**src/rtl/fetch_ifid_stage_if.sv**
```systemverilog
// Instruction-memory request/acknowledge bus between the fetch stage
// and instruction memory.
interface fetch_ifid_stage_if #(
    parameter int AW = 16,
    parameter int DW = 16
);
    logic          imem_req;
    logic [AW-1:0] imem_addr;
    logic          imem_ack;
    logic [DW-1:0] imem_rdata;

    modport master (
        output imem_req,
        output imem_addr,
        input  imem_ack,
        input  imem_rdata
    );

    modport slave (
        input  imem_req,
        input  imem_addr,
        output imem_ack,
        output imem_rdata
    );
endinterface

```
**src/rtl/fetch_ifid_stage.sv**
```systemverilog
// Instruction fetch with IF/ID pipeline register, stall/flush/redirect
// control and a one-entry hold buffer for acks that arrive during a stall.
module fetch_ifid_stage #(
    parameter int                   PC_WIDTH    = 16,
    parameter int                   INSTR_WIDTH = 16,
    parameter logic [PC_WIDTH-1:0]  RESET_PC    = 16'h0000,
    parameter logic [INSTR_WIDTH-1:0] NOP_INSTR = 16'h0000
) (
    input  logic                   clk,
    input  logic                   rst_n,
    input  logic                   pc_write,
    input  logic                   if_write,
    input  logic                   ifid_flush,
    input  logic                   redirect,
    input  logic [PC_WIDTH-1:0]    redirect_pc,
    fetch_ifid_stage_if.master     imem,
    output logic                   ifid_valid,
    output logic [INSTR_WIDTH-1:0] ifid_instr,
    output logic [PC_WIDTH-1:0]    ifid_pc,
    output logic [PC_WIDTH-1:0]    ifid_pc_plus2,
    output logic [3:0]             op_code,
    output logic [3:0]             op1,
    output logic [3:0]             op2
);

    typedef enum logic [1:0] {
        S_IDLE,
        S_WAIT,
        S_HOLD
    } state_e;

    state_e                 state_q, state_d;
    logic [PC_WIDTH-1:0]    pc_q, pc_d;
    logic [INSTR_WIDTH-1:0] hold_q, hold_d;
    logic                   v_q, v_d;
    logic [INSTR_WIDTH-1:0] instr_q, instr_d;
    logic [PC_WIDTH-1:0]    ipc_q, ipc_d;
    logic [PC_WIDTH-1:0]    ipc2_q, ipc2_d;

    logic                   wr;
    logic [PC_WIDTH-1:0]    pc_inc;

    // A flush blocks the load but leaves pc/hold behaving as a stall.
    assign wr     = if_write & ~ifid_flush;
    assign pc_inc = pc_q + PC_WIDTH'(2);

    always_ff @(posedge clk or negedge rst_n) begin
        if (!rst_n) begin
            state_q <= S_IDLE;
            pc_q    <= RESET_PC;
            hold_q  <= '0;
            v_q     <= 1'b0;
            instr_q <= NOP_INSTR;
            ipc_q   <= '0;
            ipc2_q  <= '0;
        end else begin
            state_q <= state_d;
            pc_q    <= pc_d;
            hold_q  <= hold_d;
            v_q     <= v_d;
            instr_q <= instr_d;
            ipc_q   <= ipc_d;
            ipc2_q  <= ipc2_d;
        end
    end

    always_comb begin
        state_d = state_q;
        pc_d    = pc_q;
        hold_d  = hold_q;
        v_d     = v_q;
        instr_d = instr_q;
        ipc_d   = ipc_q;
        ipc2_d  = ipc2_q;
        if (redirect) begin
            pc_d    = redirect_pc;
            hold_d  = '0;
            v_d     = 1'b0;
            instr_d = NOP_INSTR;
            state_d = S_WAIT;
        end else begin
            unique case (state_q)
                S_IDLE: state_d = S_WAIT;
                S_WAIT: begin
                    if (imem.imem_ack) begin
                        if (wr) begin
                            v_d     = 1'b1;
                            instr_d = imem.imem_rdata;
                            ipc_d   = pc_q;
                            ipc2_d  = pc_inc;
                            if (pc_write) pc_d = pc_inc;
                        end else begin
                            hold_d  = imem.imem_rdata;
                            state_d = S_HOLD;
                        end
                    end else if (if_write) begin
                        v_d     = 1'b0;
                        instr_d = NOP_INSTR;
                    end
                end
                S_HOLD: begin
                    if (wr) begin
                        v_d     = 1'b1;
                        instr_d = hold_q;
                        ipc_d   = pc_q;
                        ipc2_d  = pc_inc;
                        if (pc_write) pc_d = pc_inc;
                        hold_d  = '0;
                        state_d = S_WAIT;
                    end
                end
                default: state_d = S_IDLE;
            endcase
            if (ifid_flush) begin
                v_d     = 1'b0;
                instr_d = NOP_INSTR;
            end
        end
    end

    assign imem.imem_req  = (state_q == S_WAIT);
    assign imem.imem_addr = pc_q;

    assign ifid_valid    = v_q;
    assign ifid_instr    = instr_q;
    assign ifid_pc       = ipc_q;
    assign ifid_pc_plus2 = ipc2_q;

    assign op_code = v_q ? instr_q[15:12] : 4'h0;
    assign op1     = v_q ? instr_q[11:8]  : 4'h0;
    assign op2     = v_q ? instr_q[7:4]   : 4'h0;

endmodule
```
**src/flat_wrapper.sv**
```systemverilog
// flat-port wrapper written by rule: the top's interface ports become plain ports
module fetch_ifid_stage_flat 
#(
    parameter int                   PC_WIDTH    = 16,
    parameter int                   INSTR_WIDTH = 16,
    parameter logic [PC_WIDTH-1:0]  RESET_PC    = 16'h0000,
    parameter logic [INSTR_WIDTH-1:0] NOP_INSTR = 16'h0000
)
  (clk, rst_n, pc_write, if_write, ifid_flush, redirect, redirect_pc, ifid_valid, ifid_instr, ifid_pc, ifid_pc_plus2, op_code, op1, op2, imem_imem_req, imem_imem_addr, imem_imem_ack, imem_imem_rdata);
  fetch_ifid_stage_if imem_i ();
  input  logic clk;
  input  logic rst_n;
  input  logic pc_write;
  input  logic if_write;
  input  logic ifid_flush;
  input  logic redirect;
  input  logic [PC_WIDTH-1:0] redirect_pc;
  output logic ifid_valid;
  output logic [INSTR_WIDTH-1:0] ifid_instr;
  output logic [PC_WIDTH-1:0] ifid_pc;
  output logic [PC_WIDTH-1:0] ifid_pc_plus2;
  output logic [3:0] op_code;
  output logic [3:0] op1;
  output logic [3:0] op2;
  output wire logic [$bits(imem_i.imem_req)-1:0] imem_imem_req;
  output wire logic [$bits(imem_i.imem_addr)-1:0] imem_imem_addr;
  input wire logic [$bits(imem_i.imem_ack)-1:0] imem_imem_ack;
  input wire logic [$bits(imem_i.imem_rdata)-1:0] imem_imem_rdata;
  assign imem_imem_req = imem_i.imem_req;
  assign imem_imem_addr = imem_i.imem_addr;
  assign imem_i.imem_ack = imem_imem_ack;
  assign imem_i.imem_rdata = imem_imem_rdata;
  fetch_ifid_stage #(.PC_WIDTH(PC_WIDTH), .INSTR_WIDTH(INSTR_WIDTH), .RESET_PC(RESET_PC), .NOP_INSTR(NOP_INSTR)) u_core (.clk(clk), .rst_n(rst_n), .pc_write(pc_write), .if_write(if_write), .ifid_flush(ifid_flush), .redirect(redirect), .redirect_pc(redirect_pc), .imem(imem_i), .ifid_valid(ifid_valid), .ifid_instr(ifid_instr), .ifid_pc(ifid_pc), .ifid_pc_plus2(ifid_pc_plus2), .op_code(op_code), .op1(op1), .op2(op2));
endmodule
```
**config.mk**
```make
export PLATFORM = sky130hd
export DESIGN_NAME = fetch_ifid_stage_flat
export DESIGN_NICKNAME = d
export VERILOG_FILES = /design/src/rtl/fetch_ifid_stage_if.sv /design/src/rtl/fetch_ifid_stage.sv /design/src/flat_wrapper.sv
export SDC_FILE = /design/constraint.sdc
export NUM_CORES = 1
export LEC_CHECK = 0
export BUFFER_PORTS_ARGS = -buffer_cell sky130_fd_sc_hd__buf_2
export CORE_ASPECT_RATIO = 1.25
export CORE_UTILIZATION = 55
export CTS_BUF_LIST = sky130_fd_sc_hd__clkbuf_4 sky130_fd_sc_hd__clkbuf_8
export DETAILED_ROUTE_END_ITERATION = 12
export PLACE_DENSITY = 0.86
export SLEW_MARGIN = 15
export SYNTH_ARGS = -nofsm -noshare
export SYNTH_HDL_FRONTEND = slang
export SYNTH_SLANG_ARGS = --single-unit
```
**constraint.sdc**
```tcl
create_clock -name clk -period 3.5 [get_ports clk]
set_clock_uncertainty 0.1 [all_clocks]
set_input_delay 0.175 -clock clk [delete_from_list [all_inputs] [get_ports clk]]
set_output_delay 0.175 -clock clk [all_outputs]
set_load 0.01 [all_outputs]
```
# Yosys cells after proc, flatten, opt, wreduce, memory -nomap -nowiden
# Index checks and enable logic that the tools add are counted.
[totals]
ff_bits = 83
input_bits = 39
output_inout_bits = 78
word_cells = 67
[classes]
n_addsub = 1
eq_ne = 9
mux = 37
bitwise_logic = 3
n_reduce_logical = 10
[op_table]
columns = ["operator", "n"]
rows = [
  ["$mux 16", 18],
  ["$pmux 16 s2", 5],
  ["$add 16x2->16 const B", 1],
  ["$mux 4", 3],
  ["$ne 5x4->1 const B", 2],
  ["$mux 2", 4],
  ["$reduce_and 4->1", 2],
  ["$ne 3x2->1 const B", 2],
  ["$pmux 2 s3", 1],
  ["$reduce_and 3->1", 2],
  ["$mux 1", 5],
  ["$ne 4x3->1 const B", 1],
  ["$reduce_and 2->1", 2],
  ["$reduce_bool 4->1", 1],
  ["$ne 3x3->1 const B", 1],
  ["$reduce_bool 3->1", 1],
  ["$eq 2x1->1 const B", 1],
  ["$eq 2x2->1 const B", 1],
  ["$logic_not 2->1", 1],
  ["$ne 2x1->1 const B", 1],
  ["$not 1->1", 2],
  ["$pmux 1 s2", 1],
  ["$reduce_bool 2->1", 1],
  ["$and 1x1->1", 1],
]

# Depth between registers and ports, before layout
[logic_depth]
depth_word = 7
mapped_depth = 8

# Worst setup path before layout
# Ideal clock, no wire load.
[synth_timing]
kind = "flip-flop to flip-flop"
from = "register u_core.state_q[1]"
to = "register u_core.hold_q[0]"
setup_time_ps = 79
arrival_ps = 2022
t_required_ps = 3321
slack_ps = 1298
path_stages_with_launch = 8
synth_period_minus_slack_ps = 2202
cell_sequence = "dfrtp_1 inv_1 ha_1 mux2i_4 a21oi_1 a21oi_4 buf_6 mux2i_1"
[synth_between]
elab_chain_cells = 3
[synth_rtl]
columns = ["item", "line", "source"]
rows = [
  ["start, declared", "fetch_ifid_stage.sv:32", "state_e state_q, state_d;"],
  ["start signal, assigned", "fetch_ifid_stage.sv:57", "state_q <= state_d;"],
  ["$eq 2x1->1 (*)", "-", ""],
  ["named net imem_imem_req", "flat_wrapper.sv:25", "output wire logic [$bits(imem_i.imem_req)-1:0] imem_imem_req;"],
  ["$ne 3x3->1 (no source line), or another cell as far along", "-", ""],
  ["$reduce_and 4->1 (no source line) or $mux 16 (tied branches)", "-", ""],
  ["end signal, assigned", "fetch_ifid_stage.sv:59", "hold_q <= hold_d;"],
  ["end, declared", "fetch_ifid_stage.sv:34", "logic [INSTR_WIDTH-1:0] hold_q, hold_d;"],
]
# Mark *: on every way through the listed nets, which the timed path passes. The rest lies on a longest branch.
# A chain may end at the register's enable or synchronous reset.

# Worst setup path after layout
[layout_timing]
from = "register u_core.state_q[0]"
to = "register u_core.hold_q[12]"
[layout_between]
elab_chain_cells = 3
[layout_rtl]
columns = ["item", "line", "source"]
rows = [
  ["$eq 2x2->1 or $eq 2x1->1 (tied branches)", "fetch_ifid_stage.sv:82", "unique case (state_q)"],
  ["$ne 3x2->1 (no source line), or another cell as far along", "-", ""],
  ["$reduce_and 4->1 (no source line) or $mux 16 (tied branches)", "-", ""],
]
# Parallel ways exist; a longest one is shown, timed or not.

==> run summary <==
Clock Pin Slew Worst Setup and Hold Paths: 0.08 ns
Antenna Nets Post-Route: 0
die width: 79.9 um
total gr overflow: 0
status: complete, but fails checks
placed cell count: 589
fillcell total: 517
fin area: 0.00530 mm2
worst-skew pair later-pin latency: 0.36 ns
routability cong.: 0.801
hold-critical path depth: 3
Final Max Slew Viols: 0
Worst R2R End: u_core.hold_q[12]
DRC violations left: 0
CP endpoint kind: register
share of cells above drive strength 1: 31.7%
met3 GRT Util: 4.13%
fin crit share: 77.2%
Num CTS Buffers: 9
via count of the first global-routing pass: 3516
WP buf/inv: 1
Wirelength per Cell: 15.6 um
Site Rows: 35
Most Crowded Layer GR: met2
critical path depth: 6
Max Cap Violations: 0
top cells by area, synth: dfrtp_1 (49%), mux2_2 (8.4%), mux2i_1 (5.0%)
starting density of the core: 56.6%
Primary FF master, synth: dfrtp_1
area post-placement: 0.00476 mm2
CP Cell Sequence: inv_1 -> ha_1 -> mux2i_4 -> a21oi_1 -> a21oi_4 -> mux2i_1
multiplexer area fraction after synthesis: 14.0%
post-synth cell types: 41
final core utilization: 72.1%
CTS Buffer Depth: 2
Die Ht: 99.3 um
leakage power: 2.59 nW
largest net degree at the start of global routing: 83
Avg Cell Area, Syn: 10.3 um2
Mapped Nets: 449
global-route wire length before repair: 16500 um
EDFF count, synth: 0
largest family of logic cells by synthesized area: simple AND/OR/NAND/NOR gates
GRT Overall Usage: 27.0%
most common cell after layout, fill and taps aside: buf_2
HPWL Detailed: 6440 um
Die Footprint: 0.00793 mm2
post-synth top area cell: dfrtp_1
CTS tree: built
hold_ws: -0.00789 ns
post-synthesis cell count: 404
VDD IR-drop max: 0.000413 V
combined area of all synthesized cells: 0.00417 mm2
asr flop ratio synth: 100%
WL final: 9950 um
CP top delay family: multiplexers
Peak Freq: 370 MHz
setup TNS: 0 ns
Simple-Gate Fraction of Synth Area: 16.6%
Clock Sink Count: 82
Tmin final: 2.70 ns
global-route met1 utilization: 32.3%
GR Util met2: 48.0%
root buffer cell: clkbuf_8
IO Pins: 117
most frequent cells in the layout: buf_2 (115), dfrtp_1 (82), nand2_1 (52), dlygate4sd3_1 (32), mux2_2 (31)
sequential-to-total area share from yosys stat: 49.2%
vias per cell: 5.48
Req. time, crit path: 3.68 ns
1st-iter DRT viols: 199
port bufs: 116
Hold Path Origin: imem_imem_rdata[0]
Area Growth Syn to Fin: 27.3%
WS Path Type: register to register
Ant. Diodes: 0
pwr/cell area: 547 mW/mm2
Crit Path Max Fanout: 22
CP max stage delay: 0.60 ns
Detailed Routing Iterations Pass 1: 4
post-CTS setup buffers: 0
Post-Synth XOR/XNOR Area: 4.41%
Synth Register Bits: 82
Core Area: 0.00736 mm2
Synth warnings: 0
RSZ-0062 raised after global routing: no
slew margin rel.: 28.9%
initial antenna violation count: 0
Tot Pwr: 2.90 mW
failing checks: hold timing
non-filler cells, final: 637
nets: 585
Fin. Hold Viols: 1
Critical-path top delay cell: a21oi_4
DR vias: 3488
post-synthesis adder-cell area fraction: 1.80%
element type at the critical path start: register
WP data arrival: 2.88 ns
H-tree Lvls: 3
Slew @ Worst Pin: 1.06 ns
r2r setup slk: 0.80 ns
Yosys top cell area share: 49.2%
Hold Path Sink: u_core.hold_q[0]
Post-CTS Resized: 0
complex-gate fraction of the synthesized area: 9.22%
min-delay worst type: input port to register
worst r2r path cells: 6
Reg-to-Reg Start: u_core.state_q[0]
Final setup viols: 0
==> how the worst max path moves through the flow <==
stage / startpoint / end / slack [ns]
floorplan: u_core.state_q[1] / u_core.hold_q[0] / 1.30
global placement: u_core.state_q[0] / u_core.hold_q[2] / 0.99
detailed placement: u_core.state_q[0] / u_core.hold_q[12] / 0.82
CTS: u_core.state_q[0] / u_core.hold_q[0] / 0.79
global route: u_core.state_q[0] / u_core.hold_q[9] / 0.60
finish: u_core.state_q[0] / u_core.hold_q[12] / 0.80
==> synth_stat cells (all sizes together), types with 3 or more instances <==
master  count
a21oi       6
a22oi      18
and2       13
buf        11
clkbuf     13
dfrtp      82
ha          6
inv        22
mux2       31
mux2i      22
nand2      52
nand2b      3
nand3       6
nand3b      3
nand4       5
nor2       26
nor2b       5
nor3        9
nor4        8
o21ai      31
xnor2      20
==> where the power goes <==
part | switching, mW | internal [mW]
registers | 0.149 | 1.17
clock network | 0.347 | 0.437
logic | 0.431 | 0.369
total | 0.928 | 1.98
==> per-stage QoR <==
stage	hold WS [ns]	setup slack (ns)
3_5_place_dp	0.287	0.823
5_1_grt	0.0185	0.598
4_1_cts	0.00295	0.790
2_1_floorplan	-0.221	1.30
3_3_place_gp	0.284	0.989
6_report	-0.00789	0.799
==> repair_timing <==
| action | in CTS | in global routing |
|---|---|---|
| endpoints found under the setup margin | 0 | 0 |
| hold buffers | 32 | 0 |
| endpoints found under the hold margin | 113 | 0 |
==> cell families after synthesis <==
family | count (synthesis)
mux | 53
simple gates | 135
fa+ha+maj | 6
xor+xnor | 21
buf+inv | 46
flops | 82
compound gates | 61
==> layout make-up <==
| type | count | area (um2) | share of cell area (%) |
|---|---|---|---|
| inverter | 22 | 82.6 | 1.56 |
| sequential | 82 | 2050 | 38.7 |
| timing repair buffer | 149 | 911 | 17.2 |
| tap | 92 | 115 | 2.17 |
| clock inverter | 4 | 75.1 | 1.42 |
| multi-input combinational | 276 | 1920 | 36.1 |
| clock buffer | 12 | 153 | 2.88 |
==> routing by layer <==
layer,vias up,part of all wire (%),routed length [um]
li1,1642,-,-
met4,0,1.9,189
met1,1695,40,3980
met2,136,53,5240
met5,-,0,0
met3,15,5.6,554
==> worst min-delay path, delay by kind of cell <==
family,cells,cell delay (ns)
buf+inv,1,0.11
simple gates,1,0.06
mux,1,0.07
==> registers in the layout (all words and copies together), names as in the netlist <==
signal                 cells
u_core.hold_q             16
u_core.ifid_instr         16
u_core.ifid_pc            16
u_core.imem.imem_addr     16
u_core.ifid_pc_plus2      15
u_core.state_q             2
u_core.ifid_valid          1
Power figures use the tool's default switching activity.
